[config.mk]
export PLATFORM = sky130hd
export DESIGN_NAME = data_demux_4ch_flat
export DESIGN_NICKNAME = d
export VERILOG_FILES = /design/src/rtl/data_demux_4ch_if.sv /design/src/rtl/data_demux_4ch.sv /design/src/flat_wrapper.sv
export SDC_FILE = /design/constraint.sdc
export NUM_CORES = 1
export LEC_CHECK = 0
export CAP_MARGIN = 20
export CORE_MARGIN = 3
export CORE_UTILIZATION = 55
export DETAILED_ROUTE_END_ITERATION = 12
export DONT_BUFFER_PORTS = 1
export GPL_TIMING_DRIVEN = 0
export PLACE_DENSITY_LB_ADDON = 0.08
export SYNTH_ARGS = -nofsm -noshare
export SYNTH_HDL_FRONTEND = slang
export SYNTH_SLANG_ARGS = --single-unit
[constraint.sdc]
create_clock -name clk -period 3 [get_ports clk]
set_clock_uncertainty 0.2 [all_clocks]
set_input_delay 0.75 -clock clk [delete_from_list [all_inputs] [get_ports clk]]
set_output_delay 0.75 -clock clk [all_outputs]
set_load 0.02 [all_outputs]
[src/rtl/data_demux_4ch_if.sv]
// Handshake bundle between the result producer and the 4-channel demux.
// The out_count bus and CNT_W exist only when DEMUX_COUNT_EN is defined.
interface data_demux_4ch_if #(
    parameter int WIDTH = 32
`ifdef DEMUX_COUNT_EN
    ,
    parameter int CNT_W = 16
`endif
);
    logic               in_valid;
    logic               in_ready;
    logic [WIDTH-1:0]   in_data;
    logic [1:0]         in_sel;
    logic [3:0]         out_valid;
    logic [3:0]         out_ready;
    logic [4*WIDTH-1:0] out_data;
`ifdef DEMUX_COUNT_EN
    logic [4*CNT_W-1:0] out_count;

    modport master (
        output in_valid, in_data, in_sel, out_ready,
        input  in_ready, out_valid, out_data, out_count
    );
    modport slave (
        input  in_valid, in_data, in_sel, out_ready,
        output in_ready, out_valid, out_data, out_count
    );
`else
    modport master (
        output in_valid, in_data, in_sel, out_ready,
        input  in_ready, out_valid, out_data
    );
    modport slave (
        input  in_valid, in_data, in_sel, out_ready,
        output in_ready, out_valid, out_data
    );
`endif
endinterface

[src/rtl/data_demux_4ch.sv]
// 1-to-4 result demux with a one-entry valid/ready register per destination channel.
// Per-channel delivery counters are built only when DEMUX_COUNT_EN is defined.
module data_demux_4ch #(
    parameter int WIDTH = 32
`ifdef DEMUX_COUNT_EN
    ,
    parameter int CNT_W = 16
`endif
) (
    input  logic            clk,
    input  logic            reset,
    data_demux_4ch_if.slave bus
);
    logic [3:0]       r_valid;
    logic [WIDTH-1:0] r_data [4];
    logic             w_accept;
    logic [3:0]       w_load;
    logic [3:0]       w_xfer;

    // Only the addressed channel can stall the input; reset holds it closed.
    assign bus.in_ready = !reset && (!r_valid[bus.in_sel] || bus.out_ready[bus.in_sel]);
    assign w_accept     = bus.in_valid && bus.in_ready;
    assign w_xfer       = r_valid & bus.out_ready;

    always_comb begin
        w_load = 4'b0000; // NOTE: default before the conditional write, otherwise a latch is inferred
        if (w_accept) begin
            w_load[bus.in_sel] = 1'b1;
        end
    end

    // A load wins over a drain on the same channel: pass-through refill with no bubble.
    always_ff @(posedge clk) begin
        if (reset) begin
            r_valid <= 4'b0000; // NOTE: non-blocking for all sequential state to avoid ordering races
            for (int n = 0; n < 4; n++) begin
                r_data[n] <= '0; // NOTE: the data registers are reset because their value is visible on out_data
            end
        end else begin
            for (int n = 0; n < 4; n++) begin
                if (w_load[n]) begin
                    r_valid[n] <= 1'b1;
                    r_data[n]  <= bus.in_data;
                end else if (w_xfer[n]) begin
                    r_valid[n] <= 1'b0;
                end
            end
        end
    end

    assign bus.out_valid = r_valid;

    for (genvar g = 0; g < 4; g++) begin : g_pack
        assign bus.out_data[g*WIDTH +: WIDTH] = r_data[g];
    end

`ifdef DEMUX_COUNT_EN
    logic [CNT_W-1:0] r_count [4];

    always_ff @(posedge clk) begin
        if (reset) begin
            for (int n = 0; n < 4; n++) begin
                r_count[n] <= '0;
            end
        end else begin
            for (int n = 0; n < 4; n++) begin
                if (w_xfer[n]) begin
                    r_count[n] <= r_count[n] + 1'b1;
                end
            end
        end
    end

    for (genvar g = 0; g < 4; g++) begin : g_cnt
        assign bus.out_count[g*CNT_W +: CNT_W] = r_count[g];
    end
`endif

endmodule

[src/flat_wrapper.sv]
// flat-port wrapper written by rule: the top's interface ports become plain ports
module data_demux_4ch_flat 
#(
    parameter int WIDTH = 32

)
  (clk, reset, bus_in_valid, bus_in_data, bus_in_sel, bus_out_ready, bus_in_ready, bus_out_valid, bus_out_data);
  data_demux_4ch_if #(.WIDTH(WIDTH)) bus_i ();
  input  logic clk;
  input  logic reset;
  input wire logic [$bits(bus_i.in_valid)-1:0] bus_in_valid;
  input wire logic [$bits(bus_i.in_data)-1:0] bus_in_data;
  input wire logic [$bits(bus_i.in_sel)-1:0] bus_in_sel;
  input wire logic [$bits(bus_i.out_ready)-1:0] bus_out_ready;
  output wire logic [$bits(bus_i.in_ready)-1:0] bus_in_ready;
  output wire logic [$bits(bus_i.out_valid)-1:0] bus_out_valid;
  output wire logic [$bits(bus_i.out_data)-1:0] bus_out_data;
  assign bus_i.in_valid = bus_in_valid;
  assign bus_i.in_data = bus_in_data;
  assign bus_i.in_sel = bus_in_sel;
  assign bus_i.out_ready = bus_out_ready;
  assign bus_in_ready = bus_i.in_ready;
  assign bus_out_valid = bus_i.out_valid;
  assign bus_out_data = bus_i.out_data;
  data_demux_4ch #(.WIDTH(WIDTH)) u_core (.clk(clk), .reset(reset), .bus(bus_i));
endmodule
# Word-level counts from Yosys, hierarchy flattened
# Memory sizes are Yosys's and may differ from the RTL's.
# Cells that the tools add are included.
word_totals:
  ff_bits: 4
  output_inout_bits: 133
  mem_count: 1
  ramBits: 128
classes:
  n_mux: 33
  n_reduce_logical: 10
  n_lt_le_gt_ge: 2
  bitwise_logic: 5
memory_table:
  columns: ["name", "words", "word_bits", "read_ports", "rd_clocked_by_memory_dff", "wr", "line_no", "text"]
  rows:
  - ["u_core.r_data", 4, 32, 4, 0, 4, "data_demux_4ch.sv:15", "logic [WIDTH-1:0] r_data [4];"]
ops:
  columns: ["cell", "n"]
  rows:
  - ["32-bit 2-to-1 mux", 4]
  - ["1-bit 2-to-1 mux", 25]
  - ["2-bit nonzero test", 4]
  - ["4-bit AND", 1]
  - ["1-bit binary-select mux with 2-bit select", 2]
  - ["4-bit 2-to-1 mux", 1]
  - ["1-bit bitwise OR", 4]
  - ["1-bit logical AND", 3]
  - ["2-bit by 3-bit < comparator with 1-bit output, second input constant", 1]
  - ["1-bit demux with 2-bit select", 1]
  - ["2-bit by 1-bit >= comparator with 1-bit output, second input constant", 1]
  - ["1-bit logical NOT", 2]
  - ["1-bit logical OR", 1]

# Depth between registers and ports, before layout
# Gate-level depths: netlist of the first run.
depth:
  ltp_word: 11
  mapped_depth: 6

# Worst setup path after synthesis of the first run
# Ideal clock, no wire load.
synth_timing:
  path_kind: "input-to-output"
  startpoint: "input port bus_in_sel[1]"
  endpoint: "output port bus_in_ready"
  path_slack_ns: 0.472
  path_buffers: 0
  arrival_time_ns: 1.578
  cell_stages: 3
  cell_sequence: "nor2b_2 -> a311o_1 -> a21oi_1"
synth_between:
  elab_chain_cells: 5
  word_cells_on_any_way: 7
  classes_between: "4 x mux; 3 x reduce/logical"
synth_rtl:
  columns: ["element", "line_no", "text"]
  rows:
  - ["start, declared", "flat_wrapper.sv:13", "input wire logic [$bits(bus_i.in_sel)-1:0] bus_in_sel;"]
  - ["1-bit binary-select mux with 2-bit select", "data_demux_4ch.sv:21", "assign bus.in_ready = !reset && (!r_valid[bus.in_sel] || bus.out_ready[bus.in_sel]);"]
  - ["1-bit 2-to-1 mux (not written as such)", "data_demux_4ch.sv:21", null]
  - ["1-bit logical NOT", "data_demux_4ch.sv:21", null]
  - ["1-bit logical OR (*)", "data_demux_4ch.sv:21", null]
  - ["1-bit logical AND (*)", "data_demux_4ch.sv:21", null]
  - ["end, declared", "flat_wrapper.sv:15", "output wire logic [$bits(bus_i.in_ready)-1:0] bus_in_ready;"]
# Mark *: on every way between the ends. The rest lies on a longest branch, timed or not. The select of a mux whose other input is x is not followed.

# Worst setup path after layout of the first run
layout_timing:
  startpoint: "register u_core.r_valid[0] (netlist: u_core.bus.out_valid[0])"
  endpoint: "output port bus_in_ready"
layout_between:
  elab_chain_cells: 5
layout_rtl:
  columns: ["element", "line_no", "text"]
  rows:
  - ["start, declared", "data_demux_4ch.sv:14", "logic [3:0] r_valid;"]
  - ["start signal, assigned", "data_demux_4ch.sv:35", "r_valid <= 4'b0000;"]
  - ["start signal, assigned by index", "data_demux_4ch.sv:42", "r_valid[n] <= 1'b1;"]
  - ["start signal, assigned by index", "data_demux_4ch.sv:45", "r_valid[n] <= 1'b0;"]
  - ["1-bit binary-select mux with 2-bit select", "data_demux_4ch.sv:21", null]
  - ["1-bit 2-to-1 mux (not written as such)", "data_demux_4ch.sv:21", null]
  - ["1-bit logical NOT", "data_demux_4ch.sv:21", null]
  - ["1-bit logical OR", "data_demux_4ch.sv:21", null]
  - ["1-bit logical AND", "data_demux_4ch.sv:21", null]
# Every way passes these cells. The select of a mux whose other input is x is not followed.

==> qor.yml, run 1 <==
setup_tns_ns: 0
min_delay_path_depth: 2
cts_resized: 0
antenna_cells: 0
wl_met2_um: 5510
core-area_um2: 8340
die_y_um: 99.3
cts_root_buffer: "clkbuf_8"
cap_violations: 0
fill_cells: 574
gr-usage-all-layers_pct: 22.5
drt-initial-drc-count: 154
finalMaxSlewViolations: 0
slew_headroom_pct: 37.0
syn-cell-area_um2: 4780
cts_hold_buf: 0
cts_made_buffers: 17
synth.distinct_cells: 17
start_util_pct: 57.4
drive_gt1_share_pct: 13.2
grt_pass1_wl_um: 16100
critical_path_arrival_ns: 1.76
fmax_mhz: 369
holdWs_ns: 0.244
setup_ws_ns: 0.290
synth_compound_area_share_pct: 0.732
fin_crit_ns: 2.71
drc_errors: 0
grt_pass1_vias: 2767
netlist.area_leader.share_pct: 80.3
io_pins: 174
routed.top_layer: "met4"
rows: 33
critPathCaptureType: "output port"
period_share_pct: 90.3
required_ns: 2.05
synth-simple-area-share_pct: 15.1
rsz0062_at_grt: "false"
route.met3.wl_um: 996
max_stage_delay_ns: 0.39
regArea_um2: 3920
synthXorXnorAreaFrac_pct: 0
synth_top_family_by_area: "simple AND/OR/NAND/NOR gates"
multi_input_area_um2: 777
cp_max_fo: 3
areaGrowthSynthToFinish_pct: 16.1
cts_setup_buffers: 0
status: "complete, no violations"
antenna_found_initial: 0
viasPerCell: 5.57
die_area_um2: 9850
place.gp.congestion: 0.774
synthMuxAreaShare_pct: 0.209
h-tree-depth: 4
setup_viol: 0
wl_per_cell_um: 22.8
layout.cells.non_filler: 475
p_leak_nw: 2.03
io_buffers: 0
grt_max_degree: 33
synth-seq-cells: 132
cts.reportedPaths.clkPinSlew_ns: 0.06
num-nets-final: 398
fin_area_um2: 5550
ys_warn_count: 0
cp_slowest_cell: "dfxtp_1"
synth_nets: 379
pre_cts_ws_ns: 0.430
wirelength_um: 10800
cts_sinks: 132
crit_type: "flop to output port"
yosysSeqAreaShare_pct: 82.0
vdd.ir_drop.worst_mv: 0.382
placed_area_um2: 4930
postSynthAreaPerCell_um2: 14.2
clk_latency_ns: 0.50
max_slew.worst_pin.slew_ns: 0.945
yosysTopAreaCell: "edfxtp_1"
synth-adder-area-share_pct: 0
setup.worst_path.start_class: "flop"
hold_viol: 0
cts_tree: "done"
hpwl_um: 6950
crit_path_cell_trace: "nor4b_1 > a311o_1 > a21oi_1"
ff2ff_path_depth: 3
ant_nets: 0
die_w_um: 99.3
place_inst: 443
firstDrtPassIters: 4
synthTopCellsByArea: "edfxtp_1 80%, nor2_1 10%, nand2_1 2.7%"
met1_length_um: 4210
clk_path_buf_depth: 2
min_path_type: "input pin to flop"
powerDensity_nw_per_um2: 827
synthCells: 338
num_vias: 2645
grt_overflow_total: 0
==> worst paths after layout <==
kind,start,slack [ns],to
worst min register to register,u_core.bus.out_valid[2],0.44,u_core.bus.out_valid[2]
worst max register to register,u_core.bus.out_valid[3],1.02,u_core.r_data[3][20]
worst min-delay path,bus_in_valid,0.24,u_core.bus.out_valid[0]
worst max-delay path,u_core.bus.out_valid[0],0.29,bus_in_ready
==> placed cells by master (no fill, tap or decap), types with 3 or more instances in the layout <==
cell | Yosys | layout
buf_4 | 3 | 3
nand2_1 | 35 | 35
dfxtp_1 | 4 | 4
clkbuf_1 | 2 | 4
nand3_1 | 4 | 4
bufinv_16 | 0 | 5
nor2_1 | 129 | 129
clkinvlp_4 | 0 | 4
nand2b_1 | 8 | 4
nand2b_2 | 0 | 4
a21oi_1 | 5 | 5
clkbuf_16 | 0 | 16
edfxtp_1 | 128 | 128
buf_2 | 12 | 12
==> power breakdown <==
| group | internal, mW | total (mW) | switching [mW] |
|---|---|---|---|
| clock network | 1.43 | 2.17 | 0.743 |
| logic | 0.0277 | 0.152 | 0.124 |
| registers | 2.12 | 2.26 | 0.144 |
==> cells in the mapped netlist (all sizes together) <==
cell type / number
nor2b: 3
buf: 15
clkbuf: 2
a21oi: 5
mux2i: 1
nand4: 1
edfxtp: 128
nor4b: 1
inv: 1
nand3: 4
nand2: 35
nand2b: 8
nor2: 129
a311o: 1
dfxtp: 4
==> per-stage QoR <==
step | utilization [%] | power, mW
finish | 66.6 | 4.59
global route | 66.6 | 4.72
CTS | 66.6 | 4.62
detailed placement | 59.1 | 2.46
global placement | 58.9 | 2.46
floorplan | - | 2.39
==> cell type report <==
type                            instances  share of cell area, %
Multi-Input combinational cell        188                   14.0
Inverter                                1                 0.0676
Sequential cell                       132                   70.6
Buffer                                 17                   1.62
Clock inverter                         13                   3.72
Clock buffer                           19                   7.59
Tap cell                              105                   2.37
==> state kept, by name (all words and copies together), names as in the netlist <==
| register | cells |
|---|---|
| u_core.bus.out_valid | 4 |
| u_core.r_data | 128 |
==> critical path, delay by kind of cell, from the launching register on <==
| kind | cells | cell delay (ns) |
|---|---|---|
| AOI/OAI and AO/OA | 2 | 0.68 |
| DFF | 1 | 0.39 |
| and+or+nand+nor | 1 | 0.18 |
==> logic make-up (layout without fill, tap and decap cells) <==
group | Yosys count | in the layout
AND/OR/NAND/NOR | 181 | 181
flip-flops | 132 | 132
buffers and inverters | 18 | 50
AO/OA/AOI/OAI | 6 | 6
multiplexers | 1 | 1
==> layer usage <==
layer	GRT usage, %	vias to the layer above
li1	-	1202
met1	26.7	1304
met2	36.2	129
met3	10.2	10
met4	8.61	0
met5	0	-
No activity file was read; power rests on OpenSTA's default activity.
==> run 2, diff against run 1 <==
--- a/config.mk
+++ b/config.mk
@@ -6,7 +6,6 @@
 export NUM_CORES = 1
 export LEC_CHECK = 0
 export CAP_MARGIN = 20
-export CORE_MARGIN = 3
 export CORE_UTILIZATION = 55
 export DETAILED_ROUTE_END_ITERATION = 12
 export DONT_BUFFER_PORTS = 1
==> run 2 against run 1 <==
Net effect:
- first-iteration DRC count down 14%
- design area up 0.83%
- maximum frequency up 0.27%
- register-to-register slack about the same
- worst hold slack better by 0.0057 ns
- critical path type unchanged
- largest power group is now the clock network
==> qor.yml, run 2 (synthesis results as in run 1) <==
status: "complete, no violations"
layout_common_cells: "129 x nor2_1, 128 x edfxtp_1, 35 x nand2_1"
cts_made_buffers: 17  # unchanged
multi_input_area_um2: 777  # unchanged
regArea_um2: 3920  # unchanged
h-tree-depth: 4  # unchanged
cts.reportedPaths.clkPinSlew_ns: 0.06  # about the same
cts_setup_buffers: 0  # unchanged
drive_gt1_share_pct: 13.2  # unchanged
grt_pass1_wl_um: 14600  # -9.3%
finalMaxSlewViolations: 0  # unchanged
pre_cts_ws_ns: 0.427  # -0.00323 ns
layout.cells.non_filler: 475  # unchanged
setup_tns_ns: 0  # unchanged
cts_tree: "done"
finalCoreUtilization_pct: 67.5  # +0.89 points
die_area_um2: 9080  # -7.9%
grt_pass1_vias: 2605  # -5.9%
r2r_slack_ns: 1.01  # about the same
antenna_cells: 0  # unchanged
die_w_um: 95.3  # -4.0%
cts_resized: 0  # unchanged
place.gp.congestion: 0.729  # -5.9%
grt_overflow_total: 0  # unchanged
num-nets-final: 398  # unchanged
mostFrequentLayoutCell: "nor2_1"
drt-initial-drc-count: 132  # -14%
wirelength_um: 10400  # -4.3%
io_buffers: 0  # unchanged
start_util_pct: 57.7  # +0.29 points
setup_viol: 0  # unchanged
crit_type: "flop to output port"
min_path_type: "input pin to flop"
critical_path_arrival_ns: 1.75  # about the same
p_leak_nw: 2.07  # +1.6%
wl_met2_um: 5090  # -7.5%
wl_per_cell_um: 21.8  # -4.3%
areaGrowthSynthToFinish_pct: 17.1
clk_path_buf_depth: 2  # unchanged
total_power_mw: 4.75  # +3.5%
fin_area_um2: 5600  # +0.83%
powerDensity_nw_per_um2: 848  # +2.6%
firstDrtPassIters: 4  # unchanged
largest-register: "u_core.r_data"
min_delay_path_depth: 2  # unchanged
max_slew.worst_pin.slew_ns: 0.946  # +0.000565 ns
cts_sinks: 132  # unchanged
required_ns: 2.05  # about the same
drc_errors: 0  # unchanged
gr-usage-all-layers_pct: 23.5  # +0.99 points
num_vias: 2644  # -0.038%
place_inst: 443  # unchanged
antenna_found_initial: 0  # unchanged
rsz0062_at_grt: "false"
rows: 33  # unchanged
core-area_um2: 8300  # -0.50%
cts_root_buffer: "clkbuf_8"
fill_cells: 545  # -5.1%
viasPerCell: 5.57  # about the same
io_pins: 174  # unchanged
placed_area_um2: 4930  # unchanged
fmax_mhz: 370  # +0.27%
setup_ws_ns: 0.298  # +0.00736 ns
timing.rr.start: "u_core.bus.out_valid[3]"
routed.top_layer: "met4"
met1_length_um: 4030  # -4.3%
route.met3.wl_um: 1220  # +22%
timing.rr.end: "u_core.r_data[3][31]"
ff2ff_path_depth: 3  # unchanged
largest_register_ffs: 128  # unchanged
holdWs_ns: 0.250  # +0.00571 ns
critPathCaptureType: "output port"
slew_headroom_pct: 36.9  # -0.038 points
cts_hold_buf: 0  # unchanged
vdd.ir_drop.worst_mv: 0.457  # +20%
die_y_um: 95.3  # -4.0%
min_from: "bus_in_valid"
fin_crit_ns: 2.70  # -0.00736 ns
hold_viol: 0  # unchanged
cap_violations: 0  # unchanged
cp_max_fo: 3  # unchanged
clk_latency_ns: 0.50  # about the same
hpwl_um: 6440  # -7.4%
critPathLaunch: "u_core.bus.out_valid[0]"
setup.worst_path.start_class: "flop"
grt_max_degree: 33  # unchanged
period_share_pct: 90.1  # -0.25 points
hold_end: "u_core.bus.out_valid[1]"
ant_nets: 0  # unchanged
## run 2: worst max path at each step
stage                           endpoint  slack (ns)  cells past startpoint
floorplan                   bus_in_ready        0.47                      3
global placement    u_core.r_data[1][25]        0.09                      2
detailed placement          bus_in_ready        0.43                      3
CTS                         bus_in_ready        0.26                      3
global route                bus_in_ready        0.20                      3
finish                      bus_in_ready        0.30                      3
## run 2: power by group
| part | internal [mW] | switching (mW) |
|---|---|---|
| registers | 2.12 | 0.142 |
| clock network | 1.59 | 0.741 |
| logic | 0.0277 | 0.124 |
| total | 3.74 | 1.01 |
## run 2: metal layers
metal  GRT usage (%)  up-vias
li1                -     1210
met5               0        -
met1            27.5     1289
met2            36.5      143
met3            12.9        2
met4            8.46        0
## run 2: area by class of cell
cell class                      count  area share, %
Buffer                             17           1.61
Inverter                            1         0.0670
Clock buffer                       17           7.39
Multi-Input combinational cell    188           13.9
Clock inverter                     15           4.65
Sequential cell                   132           70.1
Tap cell                          105           2.35
## run 2: worst max-delay path: stages, from the launching register on
cell	delay, ns
dfxtp_1	0.39
nor4b_1	0.18
a311o_1	0.31
a21oi_1	0.37
==> run 3, diff against run 2 <==
--- a/config.mk
+++ b/config.mk
@@ -11,6 +11,9 @@
 export DONT_BUFFER_PORTS = 1
 export GPL_TIMING_DRIVEN = 0
 export PLACE_DENSITY_LB_ADDON = 0.08
+export RECOVER_POWER = 100
+export SETUP_SLACK_MARGIN = 0.15
+export SKIP_CTS_REPAIR_TIMING = 1
 export SYNTH_ARGS = -nofsm -noshare
 export SYNTH_HDL_FRONTEND = slang
 export SYNTH_SLANG_ARGS = --single-unit
==> run 3 against run 2 <==
Net effect:
- the flow now finishes with violations (capacitance limit, slew limit)
- utilization down 0.35 points
- clock-buffer cell count unchanged
- combinational power down 3%
- via count up 1.3%
- largest power group unchanged
==> qor.yml, run 3 (synthesis results as in run 1) <==
status: "finished, violations left"
violations: "capacitance limit, slew limit"
critPathCaptureType: "output port"
combPwrFrac_pct: 3.1  # about the same
wl_per_cell_um: 21.8  # about the same
pre_cts_ws_ns: 0.427  # unchanged
areaGrowthSynthToFinish_pct: 16.4
io_pins: 174  # unchanged
multi_input_area_um2: 767  # -1.3%
cp_max_fo: 3  # unchanged
drive_gt1_share_pct: 9.73  # -3.5 points
switching_power_mw: 1.01  # +0.29%
hpwl_um: 6440  # unchanged
finalMaxSlewViolations: 132  # +132
antenna_found_initial: 0  # unchanged
antenna_cells: 0  # unchanged
num-nets-final: 398  # unchanged
period_share_pct: 90.3  # +0.25 points
powerDensity_nw_per_um2: 853  # +0.55%
max_slew.worst_pin.slew_ns: 1.80  # +0.859 ns
crit_path_cell_trace: "nor4b_1 > a311o_1 > a21oi_1"
switching_share_pct: 21.3  # +0.053 points
clk_latency_ns: 0.50  # about the same
crit_type: "flop to output port"
min_path_type: "input pin to flop"
grt_use_met2_pct: 36.5  # unchanged
setup.worst_path.start_class: "flop"
grt_pass1_vias: 2605  # unchanged
setup_tns_ns: 0  # unchanged
setup_viol: 0  # unchanged
grt_pass1_wl_um: 14600  # unchanged
die_area_um2: 9080  # unchanged
firstDrtPassIters: 4  # unchanged
required_ns: 2.05  # about the same
io_buffers: 0  # unchanged
p_leak_nw: 2.04  # -1.2%
cp_top_family: "compound AO/OA/AOI/OAI gates"
largest-register: "u_core.r_data"
die_w_um: 95.3  # unchanged
viasPerCell: 5.64  # +1.3%
vdd.ir_drop.worst_mv: 0.449  # -1.7%
drc_errors: 0  # unchanged
grt_overflow_total: 0  # unchanged
cts_made_buffers: 17  # unchanged
critical_path_arrival_ns: 1.76  # about the same
grt_busiest_layer: "met2"
num_vias: 2678  # +1.3%
holdWs_ns: 0.226  # -0.0244 ns
start_util_pct: 57.7  # unchanged
cap_violations: 4  # +4
max_stage_delay_ns: 0.39  # about the same
p_clk_share_pct: 49.2  # about the same
cts.reportedPaths.clkPinSlew_ns: 0.06  # about the same
p_int_mw: 3.74  # about the same
clk_path_buf_depth: 2  # unchanged
largest_register_ffs: 128  # unchanged
fmax_mhz: 369  # -0.28%
cts_root_buffer: "clkbuf_8"
layout_common_cells: "129 x nor2_1, 128 x edfxtp_1, 35 x nand2_1"
rsz0062_at_grt: "false"
place.gp.congestion: 0.729  # unchanged
slew_headroom_pct: -20.3  # -57 points
drt-initial-drc-count: 150  # +14%
cts_tree: "done"
grt_use_met3_pct: 12.9  # unchanged
grt_use_met1_pct: 27.5  # unchanged
fin_area_um2: 5570  # -0.51%
cp_slowest_cell: "dfxtp_1"
die_y_um: 95.3  # unchanged
placed_area_um2: 4930  # unchanged
seq_power_share_pct: 47.7  # about the same
grt_max_degree: 33  # unchanged
total_power_mw: 4.75  # about the same
fin_crit_ns: 2.71  # +0.00764 ns
cts_sinks: 132  # unchanged
core-area_um2: 8300  # unchanged
gr-usage-all-layers_pct: 23.5  # unchanged
ant_nets: 0  # unchanged
regArea_um2: 3920  # unchanged
h-tree-depth: 4  # unchanged
fill_cells: 554  # +1.7%
setup_ws_ns: 0.290  # -0.00764 ns
rows: 33  # unchanged
wirelength_um: 10400  # about the same
hold_viol: 0  # unchanged
cp_num_buf_inv: 0  # unchanged
mostFrequentLayoutCell: "nor2_1"
run 3: cell count changes in the layout (fill, tap and decap cells not counted), sizes merged:
cell and delta:
clkbuf +9, buf -9
run 3: area by class of cell:
type / count / area share [%]
Clock inverter: 15 / 4.67
Sequential cell: 132 / 70.4
Inverter: 1 / 0.0674
Clock buffer: 17 / 7.43
Multi-Input combinational cell: 188 / 13.8
Tap cell: 105 / 2.36
Buffer: 17 / 1.28
run 3: power groups by stage:
stage	Sequential, mW	Clock (mW)	Combinational, mW
floorplan	2.28	0	0.103
global placement	2.30	0	0.148
detailed placement	2.30	0	0.154
CTS	2.26	2.36	0.155
global route	2.27	2.44	0.163
finish	2.27	2.34	0.148
run 3: metal layers:
layer,share of wire (%),vias up
met5,0,-
met1,39,1317
met2,49,152
li1,-,1207
met3,11,2
met4,0.36,0
run 3: metrics by stage:
step,std cells,util [%]
finish,475,67.1
floorplan,338,-
global placement,443,59.2
global route,475,67.1
detailed placement,443,59.4
CTS,475,67.5
run 3: final timing paths:
path / from / endpoint / slack, ns / depth (start not counted)
setup / recovery: u_core.bus.out_valid[0] / bus_in_ready / 0.29 / 3
hold / removal: bus_in_valid / u_core.bus.out_valid[1] / 0.23 / 2
setup reg to reg: u_core.bus.out_valid[3] / u_core.r_data[3][31] / 0.42 / 3
hold reg to reg: u_core.bus.out_valid[2] / u_core.bus.out_valid[2] / 0.46 / 2
run 3: worst reg2reg max path: cells and delay by family, from the launching register on:
family | cells | cell delay [ns]
flip-flops | 1 | 0.37
AND/OR/NAND/NOR | 3 | 1.56
